**config.mk**
```make
export PLATFORM = sky130hd
export DESIGN_NAME = dmem_bridge
export DESIGN_NICKNAME = d
export VERILOG_FILES = /design/src/rtl/dmem_pkg.sv /design/src/rtl/dmem_timeout_ctr.sv /design/src/rtl/dmem_bridge.sv
export SDC_FILE = /design/constraint.sdc
export NUM_CORES = 1
export LEC_CHECK = 0
export CORE_MARGIN = 1
export CORE_UTILIZATION = 40
export CTS_CLUSTER_DIAMETER = 100
export CTS_CLUSTER_SIZE = 10
export DETAILED_ROUTE_END_ITERATION = 8
export GPL_TIMING_DRIVEN = 0
export MAX_ROUTING_LAYER = met4
export PLACE_DENSITY = 0.8
export REMOVE_ABC_BUFFERS = 1
export SLEW_MARGIN = 10
export SYNTH_ARGS = -nofsm -noshare
export SYNTH_HDL_FRONTEND = slang
export SYNTH_SLANG_ARGS = --single-unit
```
**constraint.sdc**
```tcl
create_clock -name clk -period 1.7 [get_ports clk]
set_input_delay 0.51 -clock clk [delete_from_list [all_inputs] [get_ports clk]]
set_output_delay 0.51 -clock clk [all_outputs]
set_load 0.1 [all_outputs]
```
**src/rtl/dmem_pkg.sv**
```systemverilog
// -----------------------------------------------------------------------------
// dmem_pkg
// Shared definitions for the data-memory bridge.
// Contents:
//   - BUS_W         : data/address width of the processor port and the bus
//   - ERR_DATA_DEF  : default read data returned on aborted/illegal loads
//   - state_e       : bridge state machine encoding (IDLE, REQ, DONE)
//   - CNT_W         : width of the bus timeout counter
// -----------------------------------------------------------------------------
package dmem_pkg;

  localparam int unsigned BUS_W = 32;
  localparam int unsigned CNT_W = 8;

  localparam logic [BUS_W-1:0] ERR_DATA_DEF = 32'hDEAD_BEEF;

  typedef enum logic [1:0] {
    ST_IDLE = 2'd0,
    ST_REQ  = 2'd1,
    ST_DONE = 2'd2
  } state_e;

  // Word-align a byte address for the bus.
  function automatic logic [BUS_W-1:0] word_align(input logic [BUS_W-1:0] addr);
    return {addr[BUS_W-1:2], 2'b00};
  endfunction

endpackage

```
**src/rtl/dmem_timeout_ctr.sv**
```systemverilog
// -----------------------------------------------------------------------------
// dmem_timeout_ctr
// 8-bit bus-wait counter. It is held at zero while clr_i is high and counts
// up while en_i is high. expired_o flags that the current cycle is the last
// one allowed without an acknowledge (count == TIMEOUT-1).
// Ports:
//   clk       in   system clock
//   rst_n     in   asynchronous active-low reset
//   clr_i     in   synchronous clear (wins over enable)
//   en_i      in   count enable
//   expired_o out  count has reached TIMEOUT-1
// -----------------------------------------------------------------------------
module dmem_timeout_ctr
  import dmem_pkg::*;
#(
  parameter int unsigned TIMEOUT = 16
) (
  input  logic clk,
  input  logic rst_n,
  input  logic clr_i,
  input  logic en_i,
  output logic expired_o
);

  localparam logic [CNT_W-1:0] LIMIT = CNT_W'(TIMEOUT - 1);

  logic [CNT_W-1:0] cnt_q;
  logic [CNT_W-1:0] cnt_d;

  // Next count: clear has priority over increment.
  always_comb begin
    cnt_d = cnt_q;
    if (clr_i) begin
      cnt_d = '0;
    end else if (en_i) begin
      cnt_d = cnt_q + 8'd1;
    end else begin
      cnt_d = cnt_q;
    end
  end

  // Counter register.
  always_ff @(posedge clk or negedge rst_n) begin
    if (!rst_n) begin
      cnt_q <= '0;
    end else begin
      cnt_q <= cnt_d;
    end
  end

  assign expired_o = (cnt_q == LIMIT);

endmodule

```
**src/rtl/dmem_bridge.sv**
```systemverilog
// -----------------------------------------------------------------------------
// dmem_bridge
// Turns the processor's single-cycle data-memory access into a req/ack
// transaction on a slower bus, stalling the processor until it completes.
// Misaligned and simultaneous read+write accesses are rejected without a bus
// cycle; bus accesses that see no ack within TIMEOUT cycles are aborted.
// Both cases raise a sticky err_flag and return ERR_DATA on loads.
// Ports:
//   clk, rst_n                  clock, asynchronous active-low reset
//   cpu_addr/cpu_wdata          processor byte address and store data
//   cpu_read/cpu_write          processor load/store requests
//   cpu_rdata                   registered load data (held until next load)
//   cpu_stall                   combinational freeze request (pc_enable = ~stall)
//   bus_req/bus_we/bus_addr/
//   bus_wdata                   registered bus request outputs
//   bus_ack/bus_rdata           bus completion strobe and read data
//   err_clr/err_flag            sticky error clear and indicator
// -----------------------------------------------------------------------------
module dmem_bridge
  import dmem_pkg::*;
#(
  parameter int unsigned      TIMEOUT  = 16,
  parameter logic [BUS_W-1:0] ERR_DATA = ERR_DATA_DEF
) (
  input  logic             clk,
  input  logic             rst_n,
  input  logic [BUS_W-1:0] cpu_addr,
  input  logic [BUS_W-1:0] cpu_wdata,
  input  logic             cpu_read,
  input  logic             cpu_write,
  output logic [BUS_W-1:0] cpu_rdata,
  output logic             cpu_stall,
  output logic             bus_req,
  output logic             bus_we,
  output logic [BUS_W-1:0] bus_addr,
  output logic [BUS_W-1:0] bus_wdata,
  input  logic             bus_ack,
  input  logic [BUS_W-1:0] bus_rdata,
  input  logic             err_clr,
  output logic             err_flag
);

  state_e state_q;
  state_e state_d;

  logic             bus_req_q,   bus_req_d;
  logic             bus_we_q,    bus_we_d;
  logic [BUS_W-1:0] bus_addr_q,  bus_addr_d;
  logic [BUS_W-1:0] bus_wdata_q, bus_wdata_d;
  logic [BUS_W-1:0] cpu_rdata_q, cpu_rdata_d;
  logic             err_flag_q,  err_flag_d;

  logic cpu_access;
  logic illegal;
  logic expired;
  logic ctr_clr;
  logic ctr_en;

  assign cpu_access = cpu_read | cpu_write;
  assign illegal    = (cpu_addr[1:0] != 2'b00) | (cpu_read & cpu_write);

  // The counter only runs inside REQ; any other state re-arms it at zero.
  assign ctr_clr = (state_q != ST_REQ);
  assign ctr_en  = (state_q == ST_REQ) & ~bus_ack;

  dmem_timeout_ctr #(
    .TIMEOUT (TIMEOUT)
  ) u_timeout_ctr (
    .clk       (clk),
    .rst_n     (rst_n),
    .clr_i     (ctr_clr),
    .en_i      (ctr_en),
    .expired_o (expired)
  );

  // State register.
  always_ff @(posedge clk or negedge rst_n) begin
    if (!rst_n) begin
      state_q <= ST_IDLE;
    end else begin
      state_q <= state_d;
    end
  end

  // Next-state logic.
  always_comb begin
    state_d = state_q;
    case (state_q)
      ST_IDLE: begin
        if (cpu_access) begin
          state_d = illegal ? ST_DONE : ST_REQ;
        end else begin
          state_d = ST_IDLE;
        end
      end
      ST_REQ: begin
        // An ack in the last allowed cycle still completes normally.
        if (bus_ack || expired) begin
          state_d = ST_DONE;
        end else begin
          state_d = ST_REQ;
        end
      end
      // DONE ignores the CPU inputs: they still describe the finished access.
      ST_DONE: state_d = ST_IDLE;
      default: state_d = ST_IDLE;
    endcase
  end

  // Next values of the registered outputs.
  always_comb begin
    logic err_set;
    err_set     = 1'b0;
    bus_req_d   = bus_req_q;
    bus_we_d    = bus_we_q;
    bus_addr_d  = bus_addr_q;
    bus_wdata_d = bus_wdata_q;
    cpu_rdata_d = cpu_rdata_q;
    case (state_q)
      ST_IDLE: begin
        if (cpu_access) begin
          bus_addr_d  = word_align(cpu_addr);
          bus_wdata_d = cpu_wdata;
          bus_we_d    = cpu_write;
          if (illegal) begin
            err_set = 1'b1;
            if (cpu_read) begin
              cpu_rdata_d = ERR_DATA;
            end else begin
              cpu_rdata_d = cpu_rdata_q;
            end
          end else begin
            bus_req_d = 1'b1;
          end
        end else begin
          bus_req_d = 1'b0;
        end
      end
      ST_REQ: begin
        if (bus_ack) begin
          bus_req_d = 1'b0;
          if (!bus_we_q) begin
            cpu_rdata_d = bus_rdata;
          end else begin
            cpu_rdata_d = cpu_rdata_q;
          end
        end else if (expired) begin
          bus_req_d = 1'b0;
          err_set   = 1'b1;
          if (!bus_we_q) begin
            cpu_rdata_d = ERR_DATA;
          end else begin
            cpu_rdata_d = cpu_rdata_q;
          end
        end else begin
          bus_req_d = 1'b1;
        end
      end
      ST_DONE: begin
        bus_req_d = 1'b0;
      end
      default: begin
        bus_req_d = 1'b0;
      end
    endcase
    // A new error in the same cycle as a clear must not be lost.
    if (err_set) begin
      err_flag_d = 1'b1;
    end else if (err_clr) begin
      err_flag_d = 1'b0;
    end else begin
      err_flag_d = err_flag_q;
    end
  end

  // Output registers.
  always_ff @(posedge clk or negedge rst_n) begin
    if (!rst_n) begin
      bus_req_q   <= 1'b0;
      bus_we_q    <= 1'b0;
      bus_addr_q  <= '0;
      bus_wdata_q <= '0;
      cpu_rdata_q <= '0;
      err_flag_q  <= 1'b0;
    end else begin
      bus_req_q   <= bus_req_d;
      bus_we_q    <= bus_we_d;
      bus_addr_q  <= bus_addr_d;
      bus_wdata_q <= bus_wdata_d;
      cpu_rdata_q <= cpu_rdata_d;
      err_flag_q  <= err_flag_d;
    end
  end

  // Stall is combinational so the processor freezes in the request cycle;
  // it is forced low while reset is asserted.
  always_comb begin
    cpu_stall = 1'b0;
    if (!rst_n) begin
      cpu_stall = 1'b0;
    end else begin
      case (state_q)
        ST_IDLE: cpu_stall = cpu_access;
        ST_REQ:  cpu_stall = 1'b1;
        ST_DONE: cpu_stall = 1'b0;
        default: cpu_stall = 1'b0;
      endcase
    end
  end

  assign bus_req   = bus_req_q;
  assign bus_we    = bus_we_q;
  assign bus_addr  = bus_addr_q;
  assign bus_wdata = bus_wdata_q;
  assign cpu_rdata = cpu_rdata_q;
  assign err_flag  = err_flag_q;

endmodule

```
# Word level (Yosys, flattened, before mapping)
# Index checks and enable logic that the tools add are counted.
# word_totals
register_bits	107
input_bits	102
word_cells	59
# op_classes
n_addsub	1
eq_ne	9
n_mux	28
n_bitwise	5
reduce_logical	8
# op_table
op	count
2-to-1 mux 32 bit	7
one-hot mux 32 bit (2 select lines)	1
2-to-1 mux 8 bit	2
2-to-1 mux 1 bit	11
adder 8 x 1 -> 8 bit, second input constant	1
equality test 8 x 4 -> 1 bit, second input constant	1
inequality test 2 bit, second input constant	4
nonzero test 2 bit	4
2-to-1 mux 2 bit	3
inequality test 3 bit, second input constant	2
one-hot mux 1 bit (2 select lines)	3
AND reduction 6 bit	1
one-hot mux 2 bit (2 select lines)	1
AND 1 bit	2
equality test 2 x 1 -> 1 bit, second input constant	1
zero test 2 bit	1
inequality test 2 x 1 -> 1 bit, second input constant	1
OR 1 bit	2
AND reduction 2 bit	1
logical OR 1 bit	1
NOT 1 bit	1

# Longest topological paths before layout
# depth
ltp_word	6
ltp_mapped	6
mapped_depth_nobuf	5

# By module
# A second synthesis with hierarchy kept.
# hier_totals
cells_unflattened	337
hier_area_um2	4420.5
# modules_own_cells
module	instances	cells_each	area_each_um2	seq_area_each_um2
dmem_bridge	1	298	4026.4	2477.4
dmem_timeout_ctr	1	39	394.1	200.2

# Worst setup path after synthesis
# OpenSTA, ideal clock, no wires.
# synth_timing
path_kind	input-to-output
startpoint	in rst_n
endpoint	out cpu_stall
t_arrival_ns	1.311
t_required_ns	1.190
setup_slack_ns	-0.121
path_stages	1
path_cell_list	o311a_1
# synth_between
elab_chain_cells	1
# synth_rtl
item	line_no	rtl
start, declared	dmem_bridge.sv:26	input logic rst_n,
2-to-1 mux 1 bit	dmem_bridge.sv:199	if (!rst_n) begin
end, declared	dmem_bridge.sv:32	output logic cpu_stall,
# No other way between the ends.

# Final worst setup path
# layout_timing
startpoint	reg state_q[0]
endpoint	out cpu_stall
# layout_between
elab_chain_cells	3
word_cells_on_any_way	4
cone_classes	eq/ne: 1; mux: 2; reduce/logical: 1
# layout_rtl
item	line_no	rtl
start, declared	dmem_bridge.sv:43	state_e state_q;
start signal, assigned	dmem_bridge.sv:81	state_q <= state_d;
equality test 2 x 1 -> 1 bit / zero test 2 bit (equally long branches)	dmem_bridge.sv:202	case (state_q)
one-hot mux 1 bit (2 select lines) *	dmem_bridge.sv:202	
2-to-1 mux 1 bit *	dmem_bridge.sv:199	
# Every way passes the cells marked *; elsewhere a longest branch is shown, timed or not.

==> results.sh <==
export IMPL_status="complete, but fails checks"
export IMPL_failed_checks="negative setup slack"
export IMPL_layoutNonFillerInstCount=611
export IMPL_final_setup_viol_count=34
export IMPL_hp_class="in2async"
export IMPL_clk_path_buf_depth=2
export IMPL_synth_xor_area_share_pct=1.065
export IMPL_syn_area_per_cell_um2=15.23
export IMPL_crit_path_end_kind="output pin"
export IMPL_fin_crit_sh_pct=107.2
export IMPL_synth_edf_count=0
export IMPL_holdWs_ps=70.25
export IMPL_drtIter0Drc=107
export IMPL_die_area_um2=10690
export IMPL_fmax_mhz=548.8
export IMPL_path_cells="o311a_4 > buf_12"
export IMPL_diodes=0
export IMPL_synthSimpleGateAreaFrac_pct=3.407
export IMPL_power_density_nw_per_um2=1868
export IMPL_fillers=800
export IMPL_port_buffers=199
export IMPL_synth_area_mux_share_pct=17.22
export IMPL_synth_main_ff_cell="dfrtp_1"
export IMPL_dr_pass1_iters=4
export IMPL_clkSlewWorstSetupHoldPaths_ps=110
export IMPL_yosysUniqueCellTypes=35
export IMPL_r2r_start="state_q[0]"
export IMPL_cpLargestDelayFamily="flip-flops"
export IMPL_area_growth_pct=50.68
export IMPL_fp_row_count=36
export IMPL_wl_per_cell_um=17.45
export IMPL_numPlacedInstances=589
export IMPL_rsz0062_at_grt="yes"
export IMPL_finalWorstSetupSlack_ps=-122.2
export IMPL_synth_compound_area_share_pct=10.07
export IMPL_setup_tns_final_ps=-796.5
export IMPL_slew_headroom_pct=50.81
export IMPL_seq_area_um2=2679
export IMPL_grt_pass1_wl_um=15880
export IMPL_p_leak_nw=2.631
export IMPL_place_hpwl_um=7477
export IMPL_cts_htree_levels=3
export IMPL_cts_tree="yes"
export IMPL_maxSlewViolCount=0
export IMPL_viasPerCell=4.984
export IMPL_ir_worst_vdd_uv=1068
export IMPL_max_cap_viol_count=0
export IMPL_grt_use_total_pct=20.70
export IMPL_crit_buf_inv=1
export IMPL_fin_skew_ps=24.76
export IMPL_worst_slew_pin_transition_ps=735.4
export IMPL_reg2reg_to="bus_wdata[1]"
export IMPL_fin_crit_ps=1822
export IMPL_placed_area_um2=6222
export IMPL_path_class="reg2out"
export IMPL_finalNetCount=576
export IMPL_syn_inst=270
export IMPL_die_y_um=103.4
export IMPL_num_vias=3045
export IMPL_die_x_um=103.4
export IMPL_required_ps=1190
export IMPL_wl_um=10670
export IMPL_antenna_found_initial=0
export IMPL_clock_sinks=107
export IMPL_yosys_warnings=0
export IMPL_finalPower_mw=11.58
export IMPL_ys_seq_elements=107
export IMPL_multi_input_area_um2=1386
export IMPL_crit_path_top_delay_cell="dfrtp_2"
export IMPL_place_congestion=0.7658
export IMPL_cts_buffers=9
export IMPL_cpPeakStageDelay_ps=430
export IMPL_final_area_um2=6197
export IMPL_netlist_area_um2=4113
export IMPL_drc=0
export IMPL_reg2reg_slack_ps=-50
export IMPL_synthArstFlopShare_pct=100.0
export IMPL_core_area_um2=9864
export IMPL_ys_seq_area_share_pct=65.10
export IMPL_hold_viol_final=0
export IMPL_grt_max_degree=59
export IMPL_cp_arrival_ps=1310
export IMPL_drive_above_1_share_pct=41.21
export IMPL_grt_overflow_total=0
export IMPL_insertion_delay_ps=370
export IMPL_start_util_pct=41.69
export IMPL_synthAdderAreaFrac_pct=0.3042
export IMPL_crit_fanout=2
export IMPL_grt_pass1_vias=3171
export IMPL_ios=202
export IMPL_cts_root_buf="clkbuf_8"
export IMPL_synth_top_family_by_area="multiplexers"
export IMPL_ant_nets=0
export IMPL_r2r_cells=5
export IMPL_worst_setup_path_start_kind="flop"
==> final cells by class <==
class                           instances  share of cell area, %
Timing Repair Buffer                  206                  28.87
Inverter                                1                0.06057
Multi-Input combinational cell        148                  22.37
Clock inverter                          6                 0.7268
Tap cell                              133                  2.685
Sequential cell                       107                  43.23
Clock buffer                           10                  2.059
==> worst max path at each step <==
stage | end | slack, ps | depth (start not counted) | from
final | cpu_stall | -120 | 2 | state_q[0]
after global routing | cpu_stall | -150 | 2 | state_q[0]
after CTS | cpu_stall | -160 | 2 | state_q[0]
after detailed placement | cpu_stall | -1310 | 3 | cpu_write
after global placement | cpu_stall | -5030 | 3 | rst_n
after floorplan | bus_addr[10] | -960 | 3 | state_q[0]
==> registers in the layout (all words and copies together), names as in the netlist <==
name and cells:
bus_wdata 32, cpu_rdata 32, state_q 2, u_timeout_ctr.cnt_q 8, bus_addr 30, err_flag 1
bus_req 1, bus_we 1
==> cells in the mapped netlist (2+ instances only) <==
master / n / area (µm²)
buf_4: 9 / 67.56
or3_1: 2 / 12.51
o21ai_0: 4 / 20.02
xnor2_1: 2 / 17.52
nand4b_1: 2 / 17.52
a22o_1: 9 / 78.83
dfrtp_1: 107 / 2678
nor2_1: 8 / 30.03
nand2b_1: 2 / 12.51
o22a_1: 24 / 210.2
buf_6: 2 / 22.52
xor2_1: 3 / 26.28
o311a_1: 2 / 20.02
nand2_1: 7 / 26.28
a21oi_1: 2 / 10.01
o21a_1: 2 / 15.01
mux2_2: 62 / 698.2
clkbuf_1: 4 / 15.01
==> report_power, final <==
group / leakage (nW) / internal, mW / switching [mW] / total (mW)
clock: 0.0914 / 0.548 / 0.868 / 1.42
combinational: 1.32 / 1.44 / 5.27 / 6.71
sequential: 1.22 / 3.14 / 0.309 / 3.45
==> worst reg2reg max path, cell delays in order (launching register included) <==
cell and delay [ps]:
dfrtp_2 430, buf_4 150, nor2_4 230, o21a_4 200, buf_12 210, mux2_2 400
==> layout by cell type, fill, tap and decap left out, types with 2 or more instances in the layout <==
master,instances
nand2_1,6
clkinv_2,2
clkbuf_8,9
nand4b_1,2
xor2_1,3
mux2_2,61
a21oi_1,2
conb_1,2
nor2_4,2
a22o_1,9
dfrtp_1,106
or3_1,2
clkbuf_4,56
inv_6,3
o21ai_0,4
o22a_1,24
buf_2,31
xnor2_1,2
nor2_1,7
clkdlybuf4s50_1,97
buf_4,14
o21a_4,2
buf_12,4
==> timing repair <==
item | 4_1_cts | 5_1_grt
pin swaps | 1 | 0
endpoints found under the setup margin | 170 | 89
gates cloned | 1 | 0
hold buffers | 0 | 2
resized for setup | 525 | 62
buffers inserted | 2 | 1
endpoints found under the hold margin | 0 | 16
==> through the flow <==
| step | utilization (%) | setup slack, ps |
|---|---|---|
| after global placement | 62.51 | -5030 |
| final | 62.82 | -122.2 |
| after detailed placement | 63.08 | -1311 |
| after global routing | 62.82 | -151.0 |
| after floorplan | - | -959.8 |
| after CTS | 60.78 | -162.2 |
==> logic make-up (layout without fill, tap and decap cells) <==
family | after synthesis | after routing
and+or+nand+nor | 27 | 27
adders and majority gates | 1 | 1
buffers and inverters | 17 | 223
DFF | 107 | 107
muxes | 63 | 63
AOI/OAI and AO/OA | 49 | 50
xor gates and xnor gates | 5 | 5
other | 1 | 2
==> routing by layer <==
| layer | track usage (%) | wire [µm] | vias to the layer above |
|---|---|---|---|
| li1 | - | - | 1382 |
| met3 | 4.234 | 547 | 16 |
| met1 | 22.74 | 4143 | 1538 |
| met2 | 36.88 | 5802 | 109 |
| met5 | - | 0 | - |
| met4 | 7.801 | 172 | 0 |
No activity file was read; power rests on OpenSTA's default activity.
